==> src/rtl/sd_pkg.sv <==
// Shared types and constants for the SD card single-block read path (SPI mode).
package sd_pkg;

    typedef enum logic [3:0] {
        IDLE,
        SEND_CMD,
        WAIT_R1,
        WAIT_TOKEN,
        READ_DATA,
        READ_CRC,
        TRAIL,
        FAIL,
        DONE
    } sdStateT;

    localparam logic [7:0] CMD17       = 8'h51;
    localparam logic [7:0] START_TOKEN = 8'hFE;
    localparam logic [7:0] DUMMY_BYTE  = 8'hFF;
    localparam int         BLOCK_LEN   = 512;

    // Byte idx of the 6-byte CMD17 frame; the CRC slot is a dummy byte in SPI mode.
    function automatic logic [7:0] cmdByte(input logic [31:0] sector, input logic [2:0] idx);
        case (idx)
            3'd0:    return CMD17;
            3'd1:    return sector[31:24];
            3'd2:    return sector[23:16];
            3'd3:    return sector[15:8];
            3'd4:    return sector[7:0];
            default: return DUMMY_BYTE;
        endcase
    endfunction

endpackage

==> src/rtl/sd_spi_byte.sv <==
// One full-duplex SPI byte (mode 0, MSB first) with SCLK generation and start/done handshake.
module sd_spi_byte #(
    parameter int CLK_DIV = 100
) (
    input  logic       clk,
    input  logic       rst_n,
    input  logic       start,
    input  logic [7:0] txByte,
    input  logic       miso,
    output logic       sclk,
    output logic       mosi,
    output logic [7:0] rxByte,
    output logic       rxStrobe,
    output logic       done
);

    localparam int             DW       = $clog2(CLK_DIV);
    localparam logic [DW-1:0]  DIV_LAST = DW'(CLK_DIV - 1);

    logic [DW-1:0] divCnt;
    logic [3:0]    bitCnt;
    logic [7:0]    txShift;
    logic [7:0]    rxShift;
    logic          active;

    assign mosi = txShift[7];

    // Rising half samples MISO; falling half advances MOSI, refilling with ones so DI idles high.
    always_ff @(posedge clk or negedge rst_n) begin
        if (!rst_n) begin
            divCnt   <= '0;
            bitCnt   <= '0;
            txShift  <= 8'hFF;
            rxShift  <= '0;
            rxByte   <= '0;
            active   <= 1'b0;
            sclk     <= 1'b0;
            rxStrobe <= 1'b0;
            done     <= 1'b0;
        end else begin
            rxStrobe <= 1'b0;
            done     <= 1'b0;
            if (!active) begin
                divCnt <= '0;
                if (start) begin
                    active  <= 1'b1;
                    txShift <= txByte;
                    bitCnt  <= '0;
                end
            end else if (divCnt == DIV_LAST) begin
                divCnt <= '0;
                sclk   <= ~sclk;
                if (!sclk) begin
                    rxShift <= {rxShift[6:0], miso};
                    bitCnt  <= bitCnt + 4'd1;
                    if (bitCnt == 4'd7) begin
                        rxByte   <= {rxShift[6:0], miso};
                        rxStrobe <= 1'b1;
                    end
                end else begin
                    txShift <= {txShift[6:0], 1'b1};
                    if (bitCnt == 4'd8) begin
                        active <= 1'b0;
                        done   <= 1'b1;
                    end
                end
            end else begin
                divCnt <= divCnt + DW'(1);
            end
        end
    end

endmodule

==> src/rtl/sd_block_read.sv <==
// CMD17 single 512-byte block read from an initialised SDHC card over SPI.
module sd_block_read
    import sd_pkg::*;
#(
    parameter int CLK_DIV       = 100,
    parameter int R1_TIMEOUT    = 8,
    parameter int TOKEN_TIMEOUT = 4096
) (
    input  logic        clk,
    input  logic        rst_n,
    input  logic        initDone,
    input  logic        isStart,
    input  logic [31:0] sector,
    input  logic        DO,
    output logic        SCLK,
    output logic        DI,
    output logic        CS,
    output logic [7:0]  data,
    output logic        dataValid,
    output logic        isBusy,
    output logic        isFinish,
    output logic        error
);

    localparam logic [15:0] R1_LAST    = 16'(R1_TIMEOUT - 1);
    localparam logic [15:0] TOKEN_LAST = 16'(TOKEN_TIMEOUT - 1);
    localparam logic [8:0]  LAST_BYTE  = 9'(BLOCK_LEN - 1);

    sdStateT     state;
    sdStateT     stateNext;
    logic [31:0] sectorReg;
    logic [8:0]  byteCnt;
    logic [15:0] pollCnt;
    logic        pending;
    logic        accept;
    logic        byteState;
    logic        byteStart;
    logic        byteDone;
    logic        rxStrobe;
    logic [7:0]  txByte;
    logic [7:0]  rxByte;

    assign accept    = (state == IDLE) && initDone && isStart;
    assign byteState = state inside {SEND_CMD, WAIT_R1, WAIT_TOKEN, READ_DATA, READ_CRC, TRAIL, FAIL};
    assign byteStart = byteState && !pending;
    assign txByte    = (state == SEND_CMD) ? cmdByte(sectorReg, byteCnt[2:0]) : DUMMY_BYTE;
    assign CS        = !(state inside {SEND_CMD, WAIT_R1, WAIT_TOKEN, READ_DATA, READ_CRC});

    sd_spi_byte #(.CLK_DIV(CLK_DIV)) spiByte (
        .clk      (clk),
        .rst_n    (rst_n),
        .start    (byteStart),
        .txByte   (txByte),
        .miso     (DO),
        .sclk     (SCLK),
        .mosi     (DI),
        .rxByte   (rxByte),
        .rxStrobe (rxStrobe),
        .done     (byteDone)
    );

    always_ff @(posedge clk or negedge rst_n) begin
        if (!rst_n) state <= IDLE;
        else        state <= stateNext;
    end

    // Transitions are decided once per completed byte, using the byte just received.
    always_comb begin
        stateNext = state;
        case (state)
            IDLE:       if (accept) stateNext = SEND_CMD;
            SEND_CMD:   if (byteDone && byteCnt == 9'd5) stateNext = WAIT_R1;
            WAIT_R1:
                if (byteDone) begin
                    if (rxByte == 8'h00)                                 stateNext = WAIT_TOKEN;
                    else if (rxByte != DUMMY_BYTE || pollCnt == R1_LAST) stateNext = FAIL;
                end
            WAIT_TOKEN:
                if (byteDone) begin
                    if (rxByte == START_TOKEN)                              stateNext = READ_DATA;
                    else if (rxByte != DUMMY_BYTE || pollCnt == TOKEN_LAST) stateNext = FAIL;
                end
            READ_DATA:  if (byteDone && byteCnt == LAST_BYTE) stateNext = READ_CRC;
            READ_CRC:   if (byteDone && byteCnt == 9'd1) stateNext = TRAIL;
            TRAIL,
            FAIL:       if (byteDone) stateNext = DONE;
            DONE:       stateNext = IDLE;
            default:    stateNext = IDLE;
        endcase
    end

    // Counters restart on every state change so each phase counts its own bytes.
    always_ff @(posedge clk or negedge rst_n) begin
        if (!rst_n) begin
            sectorReg <= '0;
            byteCnt   <= '0;
            pollCnt   <= '0;
            pending   <= 1'b0;
            data      <= '0;
            dataValid <= 1'b0;
            isBusy    <= 1'b0;
            isFinish  <= 1'b0;
            error     <= 1'b0;
        end else begin
            dataValid <= 1'b0;
            if (byteDone)       pending <= 1'b0;
            else if (byteStart) pending <= 1'b1;
            if (rxStrobe && state == READ_DATA) begin
                data      <= rxByte;
                dataValid <= 1'b1;
            end
            if (state != stateNext) begin
                byteCnt <= '0;
                pollCnt <= '0;
            end else if (byteDone) begin
                byteCnt <= byteCnt + 9'd1;
                pollCnt <= pollCnt + 16'd1;
            end
            if (accept) begin
                sectorReg <= sector;
                isBusy    <= 1'b1;
                isFinish  <= 1'b0;
                error     <= 1'b0;
            end
            if (state == FAIL) error <= 1'b1;
            if (state == DONE) begin
                isBusy   <= 1'b0;
                isFinish <= 1'b1;
            end
        end
    end

endmodule

==> config.mk <==
export PLATFORM = sky130hd
export DESIGN_NAME = sd_block_read
export DESIGN_NICKNAME = d
export VERILOG_FILES = /design/src/rtl/sd_pkg.sv /design/src/rtl/sd_spi_byte.sv /design/src/rtl/sd_block_read.sv
export SDC_FILE = /design/constraint.sdc
export NUM_CORES = 1
export LEC_CHECK = 0
export ABC_CLOCK_PERIOD_IN_PS = 3300
export BUFFER_PORTS_ARGS = -buffer_cell sky130_fd_sc_hd__buf_4
export CAP_MARGIN = 20
export CORE_MARGIN = 2
export CORE_UTILIZATION = 59
export CTS_CLUSTER_SIZE = 28
export DETAILED_ROUTE_END_ITERATION = 6
export PLACE_DENSITY = 0.77
export SLEW_MARGIN = 10
export SYNTH_ARGS = -nofsm -noshare
export SYNTH_HDL_FRONTEND = slang
export SYNTH_HIERARCHICAL = 1
export SYNTH_SLANG_ARGS = --single-unit
==> constraint.sdc <==
create_clock -name clk -period 3.3 [get_ports clk]
set_clock_uncertainty 0.2 [all_clocks]
set_input_delay 0.33 -clock clk [delete_from_list [all_inputs] [get_ports clk]]
set_output_delay 0.33 -clock clk [all_outputs]
set_load 0.005 [all_outputs]
Word-level counts from Yosys, hierarchy flattened. Cells that the tools add are included.

Register bits after elaboration: 112. Input bits: 37. Output and inout bits: 15. Logic and storage cells: 126.

Add/sub/neg operators: 4. Equal/unequal tests: 26. Multiplexer cells: 49. Bitwise logic cells: 1. Reductions and logical operators: 27.

Operators by type and width (number): $mux 4 (15); $mux 8 (5); $pmux 8 s5 (1); $mux 16 (2); $pmux 4 s7 (1); $mux 1 (21); $eq 4x3->1 const B (5); $mux 9 (2); $add 16x1->16 const B (1); $eq 16x12->1 const B (1); $eq 16x3->1 const B (1); $mux 7 (2); $reduce_bool 2->1 (5); $add 9x1->9 const B (1); $eq 9x1->1 const B (1); $eq 9x3->1 const B (1); $eq 9x9->1 const B (1); $reduce_and 3->1 (3); $eq 4x2->1 const B (2); $eq 4x4->1 const B (2); $eq 8x8->1 const B (1); $logic_not 8->1 (1); $ne 8x8->1 const B (1); $add 7x1->7 const B (1); other kinds (20) (30).

Longest topological paths before layout. Gate-level depths: netlist of run 1.

Depth in word-level cells: 8. Depth in mapped cells: 10. Gate-level depth less buffers: 9.

By module. The synthesis of run 1 kept the hierarchy.

By module, submodules not included: sd_block_read (instances 1, cells each 342, area each 3895.0 um2, sequential area each 1851.8 um2); sd_spi_byte (instances 1, cells each 136, area each 1752.9 um2, sequential area each 960.9 um2).

Least setup slack after synthesis of run 1. No wires, ideal clock.

Path kind: register to register. Start point: register byteCnt[2]. End point: register byteCnt[0]. Library setup time: 0.087 ns. Arrival: 2.164 ns. Data required time: 3.013 ns. Slack: 0.849 ns. Stages on the path, launching flop included: 11. Path buffers: 3. Period minus slack after synthesis: 2.451 ns. Cell sequence: dfrtp_1 clkbuf_1 buf_1 nand3_1 nor2_1 ha_1 a31oi_1 o211ai_1 o21ai_1 buf_2 a211oi_2.

Cells in the longest elaborated chain, start to end: 6. Elaborated cells on any way between the ends: 13. Those cells by class: eq/ne: 4; mux: 5; reduce/logical: 4.

RTL lines: start, declared (RTL line sd_block_read.sv:32) `logic [8:0] byteCnt;`; start signal, assigned (RTL line sd_block_read.sv:116) `byteCnt <= byteCnt + 9'd1;`; $eq 9x1->1, or another cell as far along (RTL line sd_block_read.sv:84) `READ_CRC: if (byteDone && byteCnt == 9'd1) stateNext = TRAIL;`; $logic_and 1x1->1 (on tied branches) (RTL line sd_block_read.sv:84, sd_block_read.sv:72, sd_block_read.sv:83); $mux 4 (on tied branches) (RTL line sd_block_read.sv:84, sd_block_read.sv:72, sd_block_read.sv:83); $pmux 4 s7 * (RTL line sd_block_read.sv:70) `case (state)`; $ne 4x4->1 * (RTL line sd_block_read.sv:112) `if (state != stateNext) begin`; $mux 9 / $reduce_bool 2->1 (equally long branches).

Every way passes the cells marked *; elsewhere a longest branch is shown, timed or not. A chain may end at the register's enable or synchronous reset.

Worst setup path after layout of run 1.
Start point: register byteCnt[1]. End point: register pollCnt[4].

Cells in the longest elaborated chain, start to end: 6. Elaborated cells on any way between the ends: 13. Those cells by class: eq/ne: 4; mux: 5; reduce/logical: 4.

RTL lines: $eq 9x1->1, or another cell as far along (RTL line sd_block_read.sv:84); $logic_and 1x1->1 (on tied branches) (RTL line sd_block_read.sv:84, sd_block_read.sv:72, sd_block_read.sv:83); $mux 4 (on tied branches) (RTL line sd_block_read.sv:84, sd_block_read.sv:72, sd_block_read.sv:83); $pmux 4 s7 * (RTL line sd_block_read.sv:70); $ne 4x4->1 * (RTL line sd_block_read.sv:112); $mux 16 / $reduce_bool 2->1 (equally long branches); end signal, assigned (RTL line sd_block_read.sv:117) `pollCnt <= pollCnt + 16'd1;`; end, declared (RTL line sd_block_read.sv:33) `logic [15:0] pollCnt;`.

Marks and branches as above.

==> reports/metrics.yaml, run 1 <==
status:
  status: "finished clean"
timing:
  period_minus_slack_ns: 2.86
  setup_viol_count_final: 0
  final_slew_viol_count: 0
  whs_ns: 0.0160
  post-route-period-util_pct: 86.8
  maxSlewHeadroom_pct: 49.6
  timing_hold_violations_final: 0
  max_freq_mhz: 349
  max_slew.worst_pin.slew_ns: 0.755
  rsz0062_at_grt: "no"
  fin_tns_setup_ns: 0
  layout_setup_ws_ns: 0.436
setup_path:
  kind_of_critical_path: "register to register"
  critPathArrivalTime_ns: 2.95
  cp-start-kind: "register"
  r2r_cells: 8
  critical_path_peak_fanout: 16
  crit_required_ns: 3.39
  cp-end-kind: "register"
pwr:
  share_seq_of_total_power_pct: 60.9
  max-vdd-ir-drop_v: 0.000329
  power.clock.fraction_pct: 34.8
  pwr_density_cell_nw_per_um2: 338
  cellInternalPower_w: 0.00174
  leakagePower_nw: 3.02
  post-layout-total-power_w: 0.00226
  power.share.switching_pct: 23.1
  total_switching_power_w: 0.000521
  comb_power_share_pct: 4.3
floorplanning:
  effective_utilization_at_floorplan_pct: 60.8
  core_area_sq_um: 9280
  die_y_um: 102
  design.die.area_sq_um: 10400
  num_rows: 35
  boundaryPins: 52
  floorplan.die.width_um: 102
final_layout:
  fillCellCount: 665
  diodes: 0
  share_of_post_route_cells_with_drive_strength_above_1_pct: 29.4
  area.growth.synth_to_final_pct: 18.3
  final_net_count: 606
  post_layout_nonfiller_instances: 693
hold_path:
  hold_path.class: "input port to register"
  hold-path-cell-count: 2
routing:
  drt_iter0_markers: 312
  num_vias: 4137
  totalWireLength_mm: 12.7
  post-route-drc-count: 0
  wire_per_inst_um: 18.3
  drt_first_pass_iters: 5
  vias_per_cell: 5.97
  ant_nets: 0
clock_tree:
  max-clock-path-buffers: 2
  cts_root_buf: "sky130_fd_sc_hd__clkbuf_8"
  postCtsSetupRepairBufs: 0
  cts-resized-gates: 0
  cts_tree: "built"
  holdBufCountCts: 33
  clk-insertion-delay-late_ns: 0.38
  clock_tree.htree_level_count: 3
  tritoncts.num_buffers: 9
  clk_transition_reported_paths_ns: 0.11
  clock_sinks: 112
synth:
  synthDistinctLibCells: 66
  synthesis.instances: 478
  yosysSeqAreaShare_pct: 49.8
  synth_enable_flop_cells: 0
  syn_nets: 525
  yosys_register_bits: 112
  synth_top_flop_cell: "sky130_fd_sc_hd__dfrtp_1"
  synthesis.area_per_instance_sq_um: 11.8
  synthArstFlopShare_pct: 100
  post_synth_instance_area_sq_um: 5650
  yosys_synthesis_warning_count: 6
place:
  pre_cts_ws_ns: 0.525
  detailed_place_hpwl_mm: 8.37
  placed_cells: 644
  buffer_ports.inserted: 51
  gp_congestion: 0.882
grt:
  grt_pass1_vias: 4170
  globalRoute.totalOverflow: 0
  grt_antenna_before_repair: 0
  global_route.usage.total_pct: 26.0
  grt_max_degree: 61
  grt_first_pass_wirelength_mm: 20.9
run:
  drv.max_cap_violation_count: 0
==> final cells by class <==
type                            count  area [sq um]  share of cell area, %
Timing Repair Buffer               93           793                   11.9
Multi-Input combinational cell    331          2680                   40.1
Clock buffer                       10           138                   2.06
Clock inverter                      6          52.6                  0.787
Tap cell                          129           161                   2.42
Sequential cell                   112          2810                   42.1
Inverter                           12          45.0                  0.674
==> flip-flops by register name, summed over array words and instances (netlist names), 7 cells and up <==
register,flops
spiByte/divCnt,7
spiByte/rxShift,7
data,8
byteCnt,9
pollCnt,16
spiByte/rxByte,8
spiByte/txShift,8
sectorReg,32
==> routing by layer <==
layer | routed length (um) | global-route usage [%] | up-vias
met2 | 6390 | 44.4 | 116
met3 | 599 | 5.20 | 18
met1 | 5540 | 34.4 | 2078
met4 | 177 | 6.46 | 0
li1 | - | - | 1925
met5 | 0 | 0 | -
==> cell usage after synthesis (all sizes together) (3+ instances only) <==
master,n,area share [%]
dfrtp,104,46
mux2,61,12
nand2,45,3.0
a211oi,26,5.2
nor2,22,1.5
buf,14,1.5
nand3,14,1.3
xor2,14,2.2
xnor2,12,1.9
inv,11,0.73
ha,10,2.2
nand4,10,1.2
o211ai,10,1.4
clkbuf,9,0.60
o21ai,9,0.80
dfstp,8,3.7
nand2b,7,0.78
and3,6,0.66
mux2i,6,1.1
a22oi,5,0.66
a32oi,5,0.78
nor2b,5,0.55
nor3,5,0.44
a21oi,4,0.35
a31oi,4,0.44
nor4,4,0.44
a221o,3,0.53
a221oi,3,0.47
and2,3,0.33
and3b,3,0.47
and4bb,3,0.66
==> cell families after synthesis <==
logic type               Yosys count  share of synthesized area (%)
XOR/XNOR                          26                           4.03
flip-flops                       112                           49.8
AND/OR/NAND/NOR                  144                           14.5
adder cells (fa/ha/maj)           10                           2.22
AO/OA/AOI/OAI                     84                           13.4
multiplexers                      67                           13.2
buffers and inverters             35                           2.86
==> final timing paths <==
kind / start / end / slack (ns)
worst max-delay path: byteCnt[1] / pollCnt[4] / 0.44
worst min-delay path: DO / spiByte/rxShift[0] / 0.02
worst max register to register: byteCnt[1] / pollCnt[4] / 0.44
worst min register to register: spiByte/divCnt[0] / spiByte/divCnt[0] / 0.28
max in group asynchronous: rst_n / spiByte/txShift[1] / 1.78
min in group asynchronous: rst_n / spiByte/rxByte[3] / 0.34
==> power groups by stage <==
| stage | Sequential, W | Combinational, W | Clock, W |
|---|---|---|---|
| floorplan | 0.00140 | 0.00000192 | 0 |
| finish | 0.00137 | 0.0000963 | 0.000786 |
| global placement | 0.00140 | 0.0000641 | 0 |
| detailed placement | 0.00140 | 0.0000652 | 0 |
| CTS | 0.00137 | 0.0000968 | 0.000813 |
| global route | 0.00138 | 0.000105 | 0.000856 |
==> cells in the final DEF, fill, tap and decap left out, drive strengths merged, types with 8 or more instances in the layout <==
master,n
nor2,22
clkbuf,10
inv,13
nand3,14
nand4,10
dfrtp,104
dlygate4sd3,33
ha,10
dfstp,8
o211ai,10
mux2,61
nand2,45
a211oi,26
buf,60
o21ai,9
xor2,14
xnor2,12
==> worst max-delay path: stages, from the launching register on <==
cell and delay, ns:
sky130_fd_sc_hd__dfrtp_1 0.44, sky130_fd_sc_hd__inv_1 0.11, sky130_fd_sc_hd__ha_1 0.40, sky130_fd_sc_hd__nor4b_4 0.34
sky130_fd_sc_hd__a311o_1 0.25, sky130_fd_sc_hd__o211ai_1 0.17, sky130_fd_sc_hd__a2111o_1 0.44, sky130_fd_sc_hd__buf_4 0.22
sky130_fd_sc_hd__a211oi_1 0.23
==> metrics by stage <==
step                      utilization [%]  instance area [sq um]
after CTS                            72.0                   6680
after floorplan                         -                   5650
after global routing                 72.0                   6680
final                                72.0                   6680
after global placement               66.3                   6160
after detailed placement             66.3                   6160
No activity file was read; power rests on OpenSTA's default activity.
==> run 2: changes to the inputs <==
Settings changed: PLACE_DENSITY 0.77 to 0.78, SYNTH_HIERARCHICAL 1 to default.
==> run 2 against run 1 <==
Effect of this change:
- routed wire length decreased by 6.6%
- sequential power hardly changed
- largest cell class unchanged
- utilization up 0.66 points
- die area fell by 5.7%
- cell count rose by 5.1%
- area after synthesis down 6.0%
- clock power rose by 7.3%
- critical path type unchanged
- power is 2.7% higher
- hold slack better by 0.18 ns
==> reports/metrics.yaml, run 2 <==
status:
  status: "finished clean"
pwr:
  power.share.switching_pct: 22.5  # -0.56 points
  total_switching_power_w: 0.000522  # +0.25%
  leakagePower_nw: 3.05  # +1.2%
  max-vdd-ir-drop_v: 0.000263  # -20%
  share_seq_of_total_power_pct: 59.3  # -1.6 points
  pwr_density_cell_nw_per_um2: 366  # +8.4%
  comb_power_share_pct: 4.4  # about the same
  power.clock.fraction_pct: 36.4  # +1.6 points
  cellInternalPower_w: 0.00180  # +3.5%
synth:
  synthArstFlopShare_pct: 100  # unchanged
  synth_largest_type_area_fraction_pct: 49.0  # +2.9 points
  yosys_synthesis_warning_count: 0  # -6
  post_synth_instance_area_sq_um: 5310  # -6.0%
  main_combinational_cell_family_by_area_after_synthesis: "simple AND/OR/NAND/NOR gates"
  yosysMostFrequentCell: "sky130_fd_sc_hd__nand2_1"
  synth_enable_flop_cells: 0  # unchanged
  syn_nets: 587  # +12%
  synth_top_area_cell: "sky130_fd_sc_hd__dfrtp_1"
  synthesis.area_per_instance_sq_um: 9.83  # -17%
  complex_gate_fraction_of_the_synthesized_area_pct: 8.01  # -5.3 points
  yosys_register_bits: 112  # unchanged
  yosysSeqAreaShare_pct: 53.0  # +3.2 points
  synthTopCellsByCount: "sky130_fd_sc_hd__nand2_1, sky130_fd_sc_hd__dfrtp_1, sky130_fd_sc_hd__nor2_1, sky130_fd_sc_hd__nor4_1, sky130_fd_sc_hd__clkbuf_1"
  synth_fa_ha_area_share_pct: 2.36  # +0.14 points
  synthDistinctLibCells: 60  # -9.1%
  post_synth_main_area_contributors: "sky130_fd_sc_hd__dfrtp_1, sky130_fd_sc_hd__nand2_1, sky130_fd_sc_hd__dfstp_2, sky130_fd_sc_hd__mux2_2, sky130_fd_sc_hd__nor4_1"
  synth_xor_area_share_pct: 4.78  # +0.75 points
  synth.mux.area_fraction_pct: 4.38  # -8.8 points
  synth_simple_gate_area_share_pct: 24.0  # +9.5 points
  synthesis.instances: 540  # +13%
  synth_top_flop_cell: "sky130_fd_sc_hd__dfrtp_1"
routing:
  drt_first_pass_iters: 5  # unchanged
  totalWireLength_mm: 11.9  # -6.6%
  num_vias: 4272  # +3.3%
  wire_per_inst_um: 16.3  # -11%
  vias_per_cell: 5.87  # -1.7%
  drt_iter0_markers: 259  # -17%
  ant_nets: 0  # unchanged
  post-route-drc-count: 0  # unchanged
floorplanning:
  core_area_sq_um: 8720  # -6.1%
  boundaryPins: 52  # unchanged
  design.die.area_sq_um: 9780  # -5.7%
  effective_utilization_at_floorplan_pct: 60.9  # about the same
  floorplan.die.width_um: 98.9  # -2.9%
  die_y_um: 98.9  # -2.9%
  num_rows: 34  # -2.9%
clock_tree:
  cts_tree: "built"
  clock_sinks: 112  # unchanged
  cts_root_buf: "sky130_fd_sc_hd__clkbuf_8"
  clk_transition_reported_paths_ns: 0.10  # about the same
  max-clock-path-buffers: 2  # unchanged
  clk-insertion-delay-late_ns: 0.38  # about the same
  clock_tree.htree_level_count: 3  # unchanged
  postCtsSetupRepairBufs: 0  # unchanged
  tritoncts.num_buffers: 9  # unchanged
timing:
  final_slew_viol_count: 0  # unchanged
  period_minus_slack_ns: 2.88  # +0.0151 ns
  rsz0062_at_grt: "no"
  fin_tns_setup_ns: 0  # unchanged
  setup_viol_count_final: 0  # unchanged
  timing_hold_violations_final: 0  # unchanged
  max_slew.worst_pin.slew_ns: 0.854  # +0.0989 ns
  post-route-period-util_pct: 87.2  # +0.46 points
  max_freq_mhz: 347  # -0.52%
  maxSlewHeadroom_pct: 42.6  # -7.0 points
final_layout:
  area.growth.synth_to_final_pct: 19.3
  layout.cells.most_common: "sky130_fd_sc_hd__nand2_1"
  diodes: 0  # unchanged
  largest_register_ffs: 32  # unchanged
  final_net_count: 662  # +9.2%
  share_of_post_route_cells_with_drive_strength_above_1_pct: 17.7  # -12 points
  layout.cells.most_common_list: "sky130_fd_sc_hd__nand2_1, sky130_fd_sc_hd__dfrtp_1, sky130_fd_sc_hd__buf_4, sky130_fd_sc_hd__dlygate4sd3_1, sky130_fd_sc_hd__nor2_1"
  post-route-cell-area_sq_um: 6330  # -5.2%
  regMostFlops: "sectorReg"
  leading_registers_by_flop_count: "sectorReg x32, pollCnt x16, byteCnt x9"
setup_path:
  kind_of_critical_path: "register to register"
  critical_path_peak_fanout: 26  # +10
  crit_required_ns: 3.33  # -0.06 ns
  cp-end-kind: "register"
  critPathArrivalTime_ns: 2.91  # -0.04 ns
  cp-start-kind: "register"
grt:
  global_route.usage.total_pct: 24.8  # -1.2 points
  grt_pass1_vias: 4175  # +0.12%
  grt_antenna_before_repair: 0  # unchanged
  grt_first_pass_wirelength_mm: 19.5  # -6.3%
  globalRoute.totalOverflow: 0  # unchanged
  grt_max_degree: 84  # +38%
place:
  gp_congestion: 0.848  # -3.9%
  detailed_place_hpwl_mm: 7.38  # -12%
  placed_cell_area_sq_um: 5760  # -6.5%
  buffer_ports.inserted: 51  # unchanged
hold_path:
  hold_path.class: "input port to asynchronous set/reset pin"
run:
  drv.max_cap_violation_count: 0  # unchanged
==> run 2: worst paths after layout <==
check | start | to | slack, ns | depth (start not counted)
min reg2reg | spiByte.divCnt[0] | spiByte.divCnt[0] | 0.26 | 1
max | pollCnt[0] | pollCnt[0] | 0.42 | 6
max in group asynchronous | rst_n | spiByte.txShift[7] | 2.04 | 3
max reg2reg | pollCnt[0] | pollCnt[0] | 0.42 | 6
min | rst_n | pollCnt[10] | 0.20 | 2
min in group clk | spiByte.divCnt[0] | spiByte.divCnt[0] | 0.26 | 1
==> run 2: logic make-up after synthesis <==
kind of cell    after synthesis
flops                       112
mux                          21
buf+inv                      43
simple gates                269
xor+xnor                     29
fa+ha+maj                    10
compound gates               56
==> run 2: final cells by class <==
cell class              instances  area (sq um)
clock inverters                 6          76.3
clock buffers                  10           128
fillers                       600          2390
multi-input cells             385          2320
flip-flops and latches        112          2810
inverters                      13          48.8
well taps                     108           135
repair buffers                 94           811
==> run 2: worst max-delay path, stage by stage (launching register included) <==
cell and delay (ns):
sky130_fd_sc_hd__dfrtp_1 0.44, sky130_fd_sc_hd__ha_1 0.25, sky130_fd_sc_hd__or4bb_1 0.49, sky130_fd_sc_hd__or4_4 0.44
sky130_fd_sc_hd__and2_4 0.19, sky130_fd_sc_hd__o21ai_4 0.53, sky130_fd_sc_hd__nor4_1 0.18
==> run 2: power by group through the flow <==
stage	clock (W)	combinational, W	sequential [W]
2_1_floorplan	0	0.00000172	0.00140
3_3_place_gp	0	0.0000624	0.00140
3_5_place_dp	0	0.0000636	0.00140
6_report	0.000843	0.000101	0.00137
5_1_grt	0.000912	0.000110	0.00137
4_1_cts	0.000854	0.0000957	0.00137
==> run 2: routing by layer <==
| layer | wire (um) | share of wire, % | track usage [%] | up-vias |
|---|---|---|---|---|
| li1 | - | - | - | 2043 |
| met1 | 5300 | 45 | 34.2 | 2110 |
| met2 | 5860 | 49 | 40.1 | 102 |
| met3 | 501 | 4.2 | 4.68 | 17 |
| met4 | 202 | 1.7 | 7.90 | 0 |
| met5 | 0 | 0 | 0 | - |
==> run 2: what timing repair did <==
item | CTS | global route
endpoints found under the hold margin | 107 | 0
hold buffers | 34 | 0
resized for setup | 0 | 0
==> run 2: metrics by stage <==
stage | util [%] | hold WS (ns) | setup slack, ns | total power (W) | cells
6_report | 72.6 | 0.196 | 0.421 | 0.00232 | 728
2_1_floorplan | - | -0.166 | 0.834 | 0.00140 | 540
4_1_cts | 72.3 | 0.260 | 0.507 | 0.00232 | 727
3_3_place_gp | 66.1 | 0.238 | 0.611 | 0.00146 | 677
3_5_place_dp | 66.1 | 0.245 | 0.529 | 0.00146 | 677
5_1_grt | 72.6 | 0.216 | 0.331 | 0.00240 | 728
